`config.mk`:
```
export PLATFORM = sky130hd
export DESIGN_NAME = hsv_threshold
export DESIGN_NICKNAME = d
export VERILOG_FILES = /design/src/rtl/hsv_threshold.sv
export SDC_FILE = /design/constraint.sdc
export NUM_CORES = 1
export LEC_CHECK = 0
export ABC_AREA = 1
export CORE_MARGIN = 4
export CORE_UTILIZATION = 45
export DETAILED_ROUTE_END_ITERATION = 8
export GPL_ROUTABILITY_DRIVEN = 0
export PLACE_DENSITY = 0.69
export SLEW_MARGIN = 20
export SYNTH_ARGS = -nofsm -noshare
export SYNTH_HDL_FRONTEND = slang
export SYNTH_SLANG_ARGS = --single-unit
```
`constraint.sdc`:
```
create_clock -name clk_sys -period 1.9 [get_ports clk_sys]
set_clock_uncertainty 0.1 [all_clocks]
set_input_delay 0.38 -clock clk_sys [delete_from_list [all_inputs] [get_ports clk_sys]]
set_output_delay 0.38 -clock clk_sys [all_outputs]
set_load 0.005 [all_outputs]
```
`src/rtl/hsv_threshold.sv`:
```
// HSV window thresholding of a byte-serial H,S,V stream with per-frame match counting.

package hsv_threshold_pkg;

    // Active HSV window; a wrapped hue window has h_lo > h_hi
    typedef struct packed {
        logic [7:0] h_lo;
        logic [7:0] h_hi;
        logic [7:0] s_min;
        logic [7:0] v_min;
        logic [7:0] v_max;
    } hsv_win_t;

    localparam hsv_win_t WIN_ALL = '{h_lo: 8'h00, h_hi: 8'hFF, s_min: 8'h00,
                                     v_min: 8'h00, v_max: 8'hFF};

endpackage

module hsv_threshold
    import hsv_threshold_pkg::*;
#(
    parameter int unsigned CNT_W  = 17,
    parameter logic [7:0]  FG_VAL = 8'hFF,
    parameter logic [7:0]  BG_VAL = 8'h00
) (
    input  logic             clk_sys,
    input  logic             reset_sys,
    input  logic             InVSYNC,
    input  logic             InHSYNC,
    input  logic             InEN,
    input  logic [7:0]       InData,
    input  logic [7:0]       CfgHLo,
    input  logic [7:0]       CfgHHi,
    input  logic [7:0]       CfgSMin,
    input  logic [7:0]       CfgVMin,
    input  logic [7:0]       CfgVMax,
    output logic             OutVSYNC,
    output logic             OutHSYNC,
    output logic             OutEN,
    output logic [7:0]       Outdata,
    output logic [CNT_W-1:0] MatchCnt,
    output logic             CntValid,
    output logic             PhaseErr
);

    localparam int unsigned SUM_W = CNT_W + 1;

    typedef enum logic [1:0] {
        PH_H = 2'd0,
        PH_S = 2'd1,
        PH_V = 2'd2
    } phase_e;

    phase_e           phase_q, phase_d;
    logic [7:0]       h_q, h_d;
    logic [7:0]       s_q, s_d;
    hsv_win_t         win_q, win_d;
    logic             vs_q, vs_d;
    logic             hs_q, hs_d;
    logic             out_en_q, out_en_d;
    logic [7:0]       outdata_q, outdata_d;
    logic             match_q, match_d;
    logic [CNT_W-1:0] acc_q, acc_d;
    logic [CNT_W-1:0] cnt_q, cnt_d;
    logic             cnt_valid_q, cnt_valid_d;
    logic             err_q, err_d;

    logic             hue_ok;
    logic             pix_match;
    logic [SUM_W-1:0] acc_sum;
    logic [CNT_W-1:0] acc_sat;

    // Window test for the pixel whose V byte is on InData
    always_comb begin
        hue_ok = 1'b0;
        if (win_q.h_lo <= win_q.h_hi) begin
            hue_ok = (h_q >= win_q.h_lo) && (h_q <= win_q.h_hi);
        end else begin
            hue_ok = (h_q >= win_q.h_lo) || (h_q <= win_q.h_hi);
        end
        pix_match = hue_ok && (s_q >= win_q.s_min)
                    && (InData >= win_q.v_min) && (InData <= win_q.v_max);
    end

    // Saturating accumulate of the registered match pulse
    always_comb begin
        acc_sum = {1'b0, acc_q} + SUM_W'(match_q);
        acc_sat = acc_sum[CNT_W] ? {CNT_W{1'b1}} : acc_sum[CNT_W-1:0];
    end

    // Next state: byte phase, pixel capture, mask output, config shadow, frame count
    always_comb begin
        phase_d     = phase_q;
        h_d         = h_q;
        s_d         = s_q;
        win_d       = win_q;
        err_d       = err_q;
        out_en_d    = 1'b0;
        outdata_d   = outdata_q;
        match_d     = 1'b0;
        acc_d       = acc_sat;
        cnt_d       = cnt_q;
        cnt_valid_d = InVSYNC;
        vs_d        = InVSYNC;
        hs_d        = InHSYNC;

        // Line start realigns to H; a partial pixel is dropped and flagged
        if (InHSYNC) begin
            phase_d = PH_H;
            if (phase_q != PH_H) begin
                err_d = 1'b1;
            end
        end else if (InEN) begin
            case (phase_q)
                PH_H: begin
                    h_d     = InData;
                    phase_d = PH_S;
                end
                PH_S: begin
                    s_d     = InData;
                    phase_d = PH_V;
                end
                PH_V: begin
                    out_en_d  = 1'b1;
                    match_d   = pix_match;
                    outdata_d = pix_match ? FG_VAL : BG_VAL;
                    phase_d   = PH_H;
                end
                default: phase_d = PH_H;
            endcase
        end

        // Frame boundary: load new window, close the count; a match pulse
        // present in this cycle belongs to the frame being closed
        if (InVSYNC) begin
            win_d = '{h_lo: CfgHLo, h_hi: CfgHHi, s_min: CfgSMin,
                      v_min: CfgVMin, v_max: CfgVMax};
            cnt_d = acc_sat;
            acc_d = '0;
        end
    end

    // Phase state register
    always_ff @(posedge clk_sys or negedge reset_sys) begin
        if (!reset_sys) begin
            phase_q <= PH_H;
        end else begin
            phase_q <= phase_d;
        end
    end

    // Datapath and output registers
    always_ff @(posedge clk_sys or negedge reset_sys) begin
        if (!reset_sys) begin
            h_q         <= '0;
            s_q         <= '0;
            win_q       <= WIN_ALL;
            err_q       <= 1'b0;
            out_en_q    <= 1'b0;
            outdata_q   <= '0;
            match_q     <= 1'b0;
            acc_q       <= '0;
            cnt_q       <= '0;
            cnt_valid_q <= 1'b0;
            vs_q        <= 1'b0;
            hs_q        <= 1'b0;
        end else begin
            h_q         <= h_d;
            s_q         <= s_d;
            win_q       <= win_d;
            err_q       <= err_d;
            out_en_q    <= out_en_d;
            outdata_q   <= outdata_d;
            match_q     <= match_d;
            acc_q       <= acc_d;
            cnt_q       <= cnt_d;
            cnt_valid_q <= cnt_valid_d;
            vs_q        <= vs_d;
            hs_q        <= hs_d;
        end
    end

    assign OutVSYNC = vs_q;
    assign OutHSYNC = hs_q;
    assign OutEN    = out_en_q;
    assign Outdata  = outdata_q;
    assign MatchCnt = cnt_q;
    assign CntValid = cnt_valid_q;
    assign PhaseErr = err_q;

endmodule

```
==> results of run 1 <==
## logic make-up after synthesis
family | Yosys count | synth area share
compound gates | 107 | 0.108
xor+xnor | 9 | 0.0153
flops | 98 | 0.479
buf+inv | 115 | 0.0940
simple gates | 219 | 0.183
fa+ha+maj | 50 | 0.121
## layout make-up
type	count	area share
tap	140	0.0265
timing repair buffer	107	0.154
clock buffer	13	0.0378
sequential	98	0.374
inverter	89	0.0512
multi-input combinational	385	0.351
clock inverter	3	0.00605
## worst paths after layout
path,from,to,cells after the start
max,win_q[29],Outdata[6],10
min,InVSYNC,CntValid,1
max reg2reg,win_q[29],Outdata[6],10
min reg2reg,PhaseErr,PhaseErr,2
max in group asynchronous,reset_sys,win_q[29],3
min in group asynchronous,reset_sys,h_q[0],2
## critical path: stages (launching register included)
cell,delay [ns]
dfstp_2,0.52
inv_2,0.05
ha_4,0.27
nand2_1,0.06
nor2_2,0.15
nand4_1,0.16
nand2_2,0.11
nor2_2,0.05
nor2_1,0.09
nand4_1,0.12
nand2_1,0.09
## per-stage QoR
| stage | setup WS [ns] | TNS [ns] | instances |
|---|---|---|---|
| after global routing | -0.0496 | -0.170 | 835 |
| final | 0.0657 | 0 | 835 |
| after detailed placement | -0.164 | -0.320 | 816 |
| after global placement | -0.107 | -0.208 | 816 |
| after CTS | 0.00644 | 0 | 833 |
| after floorplan | 0.182 | 0 | 598 |
## power breakdown
part | leakage, nW | switching, mW | internal, mW
combinational | 1.87 | 0.590 | 0.523
clock | 0.144 | 0.764 | 1.05
sequential | 1.22 | 0.123 | 2.29
total | 3.23 | 1.48 | 3.87
## sequential cells by signal (all words and copies together), names as in the netlist
register / count
PhaseErr: 1
OutHSYNC: 1
Outdata: 1
acc_q: 17
s_q: 8
MatchCnt: 17
phase_q: 2
OutEN: 1
match_q: 1
win_q: 40
CntValid: 1
h_q: 8
## routing by layer
layer  part of all wire  routed length, um  up-vias  global-route usage
met3              0.041                480       19              0.0326
met4              0.014                162        0              0.0642
met1               0.43               5040     1964               0.226
met2               0.52               6130       71               0.332
met5                  0                  0        -                   0
li1                   -                  -     2099                   -
## timing repair
| action | CTS | global route |
|---|---|---|
| endpoints found under the hold margin | 21 | 0 |
| hold buffers | 1 | 0 |
| pin swaps | 0 | 19 |
| resized for setup | 1 | 31 |
| endpoints found under the setup margin | 8 | 8 |
| setup buffers | 0 | 2 |
## placed cells by master (no fill, tap or decap), types with 2 or more instances in the layout
| master | n |
|---|---|
| a21o_1 | 2 |
| a21oi_1 | 26 |
| a21oi_2 | 2 |
| a31oi_1 | 10 |
| buf_4 | 25 |
| clkbuf_1 | 3 |
| clkbuf_16 | 9 |
| clkdlybuf4s50_1 | 80 |
| clkinv_2 | 2 |
| dfrtp_1 | 81 |
| dfstp_2 | 16 |
| ha_1 | 43 |
| ha_4 | 6 |
| inv_1 | 79 |
| inv_2 | 7 |
| inv_4 | 2 |
| nand2_1 | 143 |
| nand2_2 | 5 |
| nand3_1 | 12 |
| nand3_2 | 2 |
| nand3b_1 | 2 |
| nand4_1 | 11 |
| nand4_2 | 2 |
| nor2_1 | 27 |
| nor2_2 | 4 |
| nor3_1 | 5 |
| o21a_1 | 3 |
| o21ai_0 | 61 |
| o21ai_1 | 3 |
| xnor2_1 | 4 |
| xor2_1 | 5 |
==> flow_summary.json, run 1 <==
{
  "cp-start-kind": "flop",
  "grt_pass1_vias": 4311,
  "syn_area_um2": 5170,
  "synthTopCellsByCount": "147 x nand2_1, 87 x inv_1, 82 x dfrtp_1",
  "cts-root-buf": "clkbuf_16",
  "leakage_nw": 3.23,
  "dpl_cell_area_um2": 6180,
  "synth_area_leaders": "dfrtp_1 40%, ha_1 12%, nand2_1 11%",
  "min_period_over_period": 0.965,
  "routedWlPerCell_um": 14.1,
  "yosysTopAreaCell": "dfrtp_1",
  "antenna_found_initial": 0,
  "period_needed_ns": 1.83,
  "netlist_instances": 598,
  "ys_seq_elements": 98,
  "cts_tree": "yes",
  "grt_max_degree": 53,
  "die_h_um": 115,
  "synth_edf_count": 0,
  "power_mw": 5.34,
  "diodes": 0,
  "nNetsFinal": 793,
  "fill_cells": 967,
  "grt_pass1_wl_um": 19700,
  "fp.dieW_um": 115,
  "rsz0062_at_grt": "true",
  "ys_dominant_reg_cell": "dfrtp_1",
  "grt.overflow.total": 0,
  "dp_hpwl_um": 9030,
  "relSlewSlack": 0.669,
  "initial_utilization": 0.468,
  "row_count": 38,
  "synth_top_area_share": 0.397,
  "ios": 83,
  "synth_most_common_cell": "nand2_1",
  "tightestPinTransition_ns": 0.493,
  "clk_path_buf_depth": 2,
  "clkTransAtPathRegs_ns": 0.06,
  "drive_above_1_share": 0.132,
  "power.density_nw_per_um2": 807,
  "setup_viol": 0,
  "drv_slew": 0,
  "post-route-cell-area_um2": 6620,
  "synthesis.nets": 701,
  "ff_latch_area_um2": 2470,
  "hold_class": "in2reg",
  "hold_viol": 0,
  "max_freq_mhz": 545,
  "wl_um": 11800,
  "drcViolationCount": 0,
  "ant_nets": 0,
  "die_area_um2": 13300,
  "core_area_um2": 11000,
  "fin_util": 0.600,
  "area_delta_synth_final_pct": 28.2,
  "worstPathArrival_ns": 2.01,
  "hold_ws_ns": 0.111,
  "io_buffers": 82,
  "drt-pass1-iter-count": 4,
  "end_kind": "flop",
  "status": "complete, no violations",
  "path_class": "reg2reg",
  "grt_usage": 0.186,
  "drv_cap": 0,
  "yosysWarnings": 0,
  "cp_max_fo": 3,
  "avgSynthCellArea_um2": 8.64,
  "synth.distinct_cells": 33,
  "clock_latency_ns": 0.35,
  "vias": 4153,
  "ys_seq_area_frac": 0.479,
  "cts-htree-levels": 3,
  "async_reset_ff_frac": 1.00,
  "irDropWorstVdd_uv": 453,
  "cts_buffers": 9,
  "multi_input_area_um2": 2330,
  "r2r_slack_ns": 0.07,
  "vias_per_cell": 4.97,
  "drt-initial-drc-count": 165,
  "clock_sinks": 98,
  "required_ns": 2.08
}
Power figures use the tool's default switching activity.
==> inputs of run 2 (changes only) <==
- CORE_MARGIN: 4 -> 5
- CORE_UTILIZATION: 45 -> 30
- PLACE_DENSITY: 0.69 -> default
==> flow_summary.json, run 2 (synthesis gave the netlist of run 1 again) <==
{
  "clock_latency_ns": 0.35,
  "clk_path_buf_depth": 2,
  "row_count": 48,
  "drv_cap": 0,
  "clkTransAtPathRegs_ns": 0.07,
  "required_ns": 1.42,
  "min_from": "PhaseErr",
  "fill_cells": 1736,
  "status": "complete, no violations",
  "post_cts_buffers": 0,
  "critPathBufInv": 1,
  "cp-start-kind": "flop",
  "drt-pass1-iter-count": 5,
  "r2r_end": "Outdata[6]",
  "hold_ws_ns": 0.373,
  "max_stage_delay_ns": 0.54,
  "r2r_slack_ns": 0.11,
  "ios": 83,
  "fin_util": 0.400,
  "setup_tns_ns": 0,
  "wl_met3_um": 636,
  "grt.overflow.total": 0,
  "grt_max_degree": 91,
  "slowest_stage": "clkdlybuf4s50_1",
  "largest_register_ffs": 40,
  "drive_above_1_share": 0.149,
  "cts-htree-levels": 3,
  "period_needed_ns": 1.83,
  "fp.dieW_um": 141,
  "routedWlPerCell_um": 13.5,
  "grt_pass1_vias": 4094,
  "whs_path_depth": 2,
  "antenna_found_initial": 2,
  "regMostFlops": "win_q",
  "cp_top_family": "buffers and inverters",
  "vias_per_cell": 4.39,
  "core_area_um2": 17100,
  "vias": 4033,
  "drt-initial-drc-count": 160,
  "tightestPinTransition_ns": 0.508,
  "dpl_cell_area_um2": 6300,
  "final_common_cell": "nand2_1",
  "max_freq_mhz": 548,
  "end_kind": "output port",
  "instances_no_fill": 918,
  "cts_tree": "yes",
  "relSlewSlack": 0.659,
  "die_area_um2": 19900,
  "wl_met2_um": 6060,
  "cp_max_fo": 9,
  "setup_viol": 0,
  "clock_sinks": 98,
  "wl_um": 12400,
  "final_cell_mix": "141 x nand2_1, 81 x dfrtp_1, 80 x inv_1",
  "path_class": "reg2out",
  "power.density_nw_per_um2": 775,
  "ant_nets": 0,
  "post-route-cell-area_um2": 6850,
  "rsz0062_at_grt": "true",
  "diodes": 0,
  "leakage_nw": 3.26,
  "grt_pass1_wl_um": 20300,
  "drcViolationCount": 0,
  "io_buffers": 82,
  "min_period_over_period": 0.961,
  "area_delta_synth_final_pct": 32.6,
  "worstPathArrival_ns": 1.35,
  "drv_slew": 0,
  "hold_viol": 0,
  "hold_end": "PhaseErr",
  "die_h_um": 141,
  "cp_cell_sequence": "clkdlybuf4s50_1",
  "dp.cells": 901,
  "initial_utilization": 0.302,
  "wl_met1_um": 5570,
  "nNetsFinal": 791,
  "grt_usage": 0.128,
  "cts_buffers": 9,
  "cts-root-buf": "clkbuf_16",
  "hold_class": "reg2reg",
  "irDropWorstVdd_uv": 497,
  "dp_hpwl_um": 9210,
  "r2r-start": "win_q[27]",
  "highest_layer": "met5",
  "r2r_cells": 13
}
## run 2: changes by cell type in the layout (fill, tap and decap cells not counted), sizes merged
cell	previous run	this run
clkinvlp	0	1
dlymetal6s2s	0	2
buf	26	24
clkbuf	13	14
bufinv	1	0
clkinv	3	2
clkdlybuf4s50	80	78
## run 2: worst max-delay path by stage
| stage | slack [ns] | end | start | cells after the start |
|---|---|---|---|---|
| floorplan | 0.18 | MatchCnt[14] | match_q | 9 |
| global placement | -0.17 | Outdata[6] | InData[7] | 10 |
| detailed placement | -0.18 | Outdata[6] | InData[7] | 8 |
| CTS | 0.02 | Outdata[4] | Outdata[6] | 1 |
| global route | -0.03 | Outdata[6] | win_q[27] | 13 |
| finish | 0.07 | Outdata[5] | Outdata[6] | 1 |
## run 2: through the flow
| step | setup WS, ns | power (mW) |
|---|---|---|
| after detailed placement | -0.184 | 3.47 |
| after global placement | -0.175 | 3.45 |
| after floorplan | 0.182 | 3.04 |
| after CTS | 0.0222 | 5.27 |
| final | 0.0738 | 5.31 |
| after global routing | -0.0315 | 5.70 |
## run 2: what timing repair did
action                                  CTS  global route
hold buffers                              1             0
gates resized for setup                   3            51
endpoints found under the setup margin    9            16
endpoints found under the hold margin    18             0
pin swaps                                 1            18
## run 2: area by class of cell
cell class              count  area (um^2)  share of cell area
inverters                  89          339              0.0495
clock buffers              14          264              0.0386
clock inverters             2         12.5             0.00183
flip-flops and latches     98         2470               0.361
well taps                 225          282              0.0411
multi-input cells         385         2450               0.358
repair buffers            105         1020               0.150
## run 2: routing by layer
| metal | vias up | track usage |
|---|---|---|
| li1 | 2096 | - |
| met1 | 1853 | 0.158 |
| met2 | 64 | 0.210 |
| met3 | 16 | 0.0465 |
| met4 | 4 | 0.0347 |
| met5 | - | 0 |
## run 2: tightest hold or removal path, cell delays in order, from the launching register on
cell and delay [ns]:
dfrtp_1 0.35, inv_1 0.04, nand2_1 0.05
## run 2: report_power, final
group	internal [mW]	switching [mW]	total [mW]
Clock	0.960	0.772	1.73
Combinational	0.557	0.602	1.16
Sequential	2.29	0.127	2.42
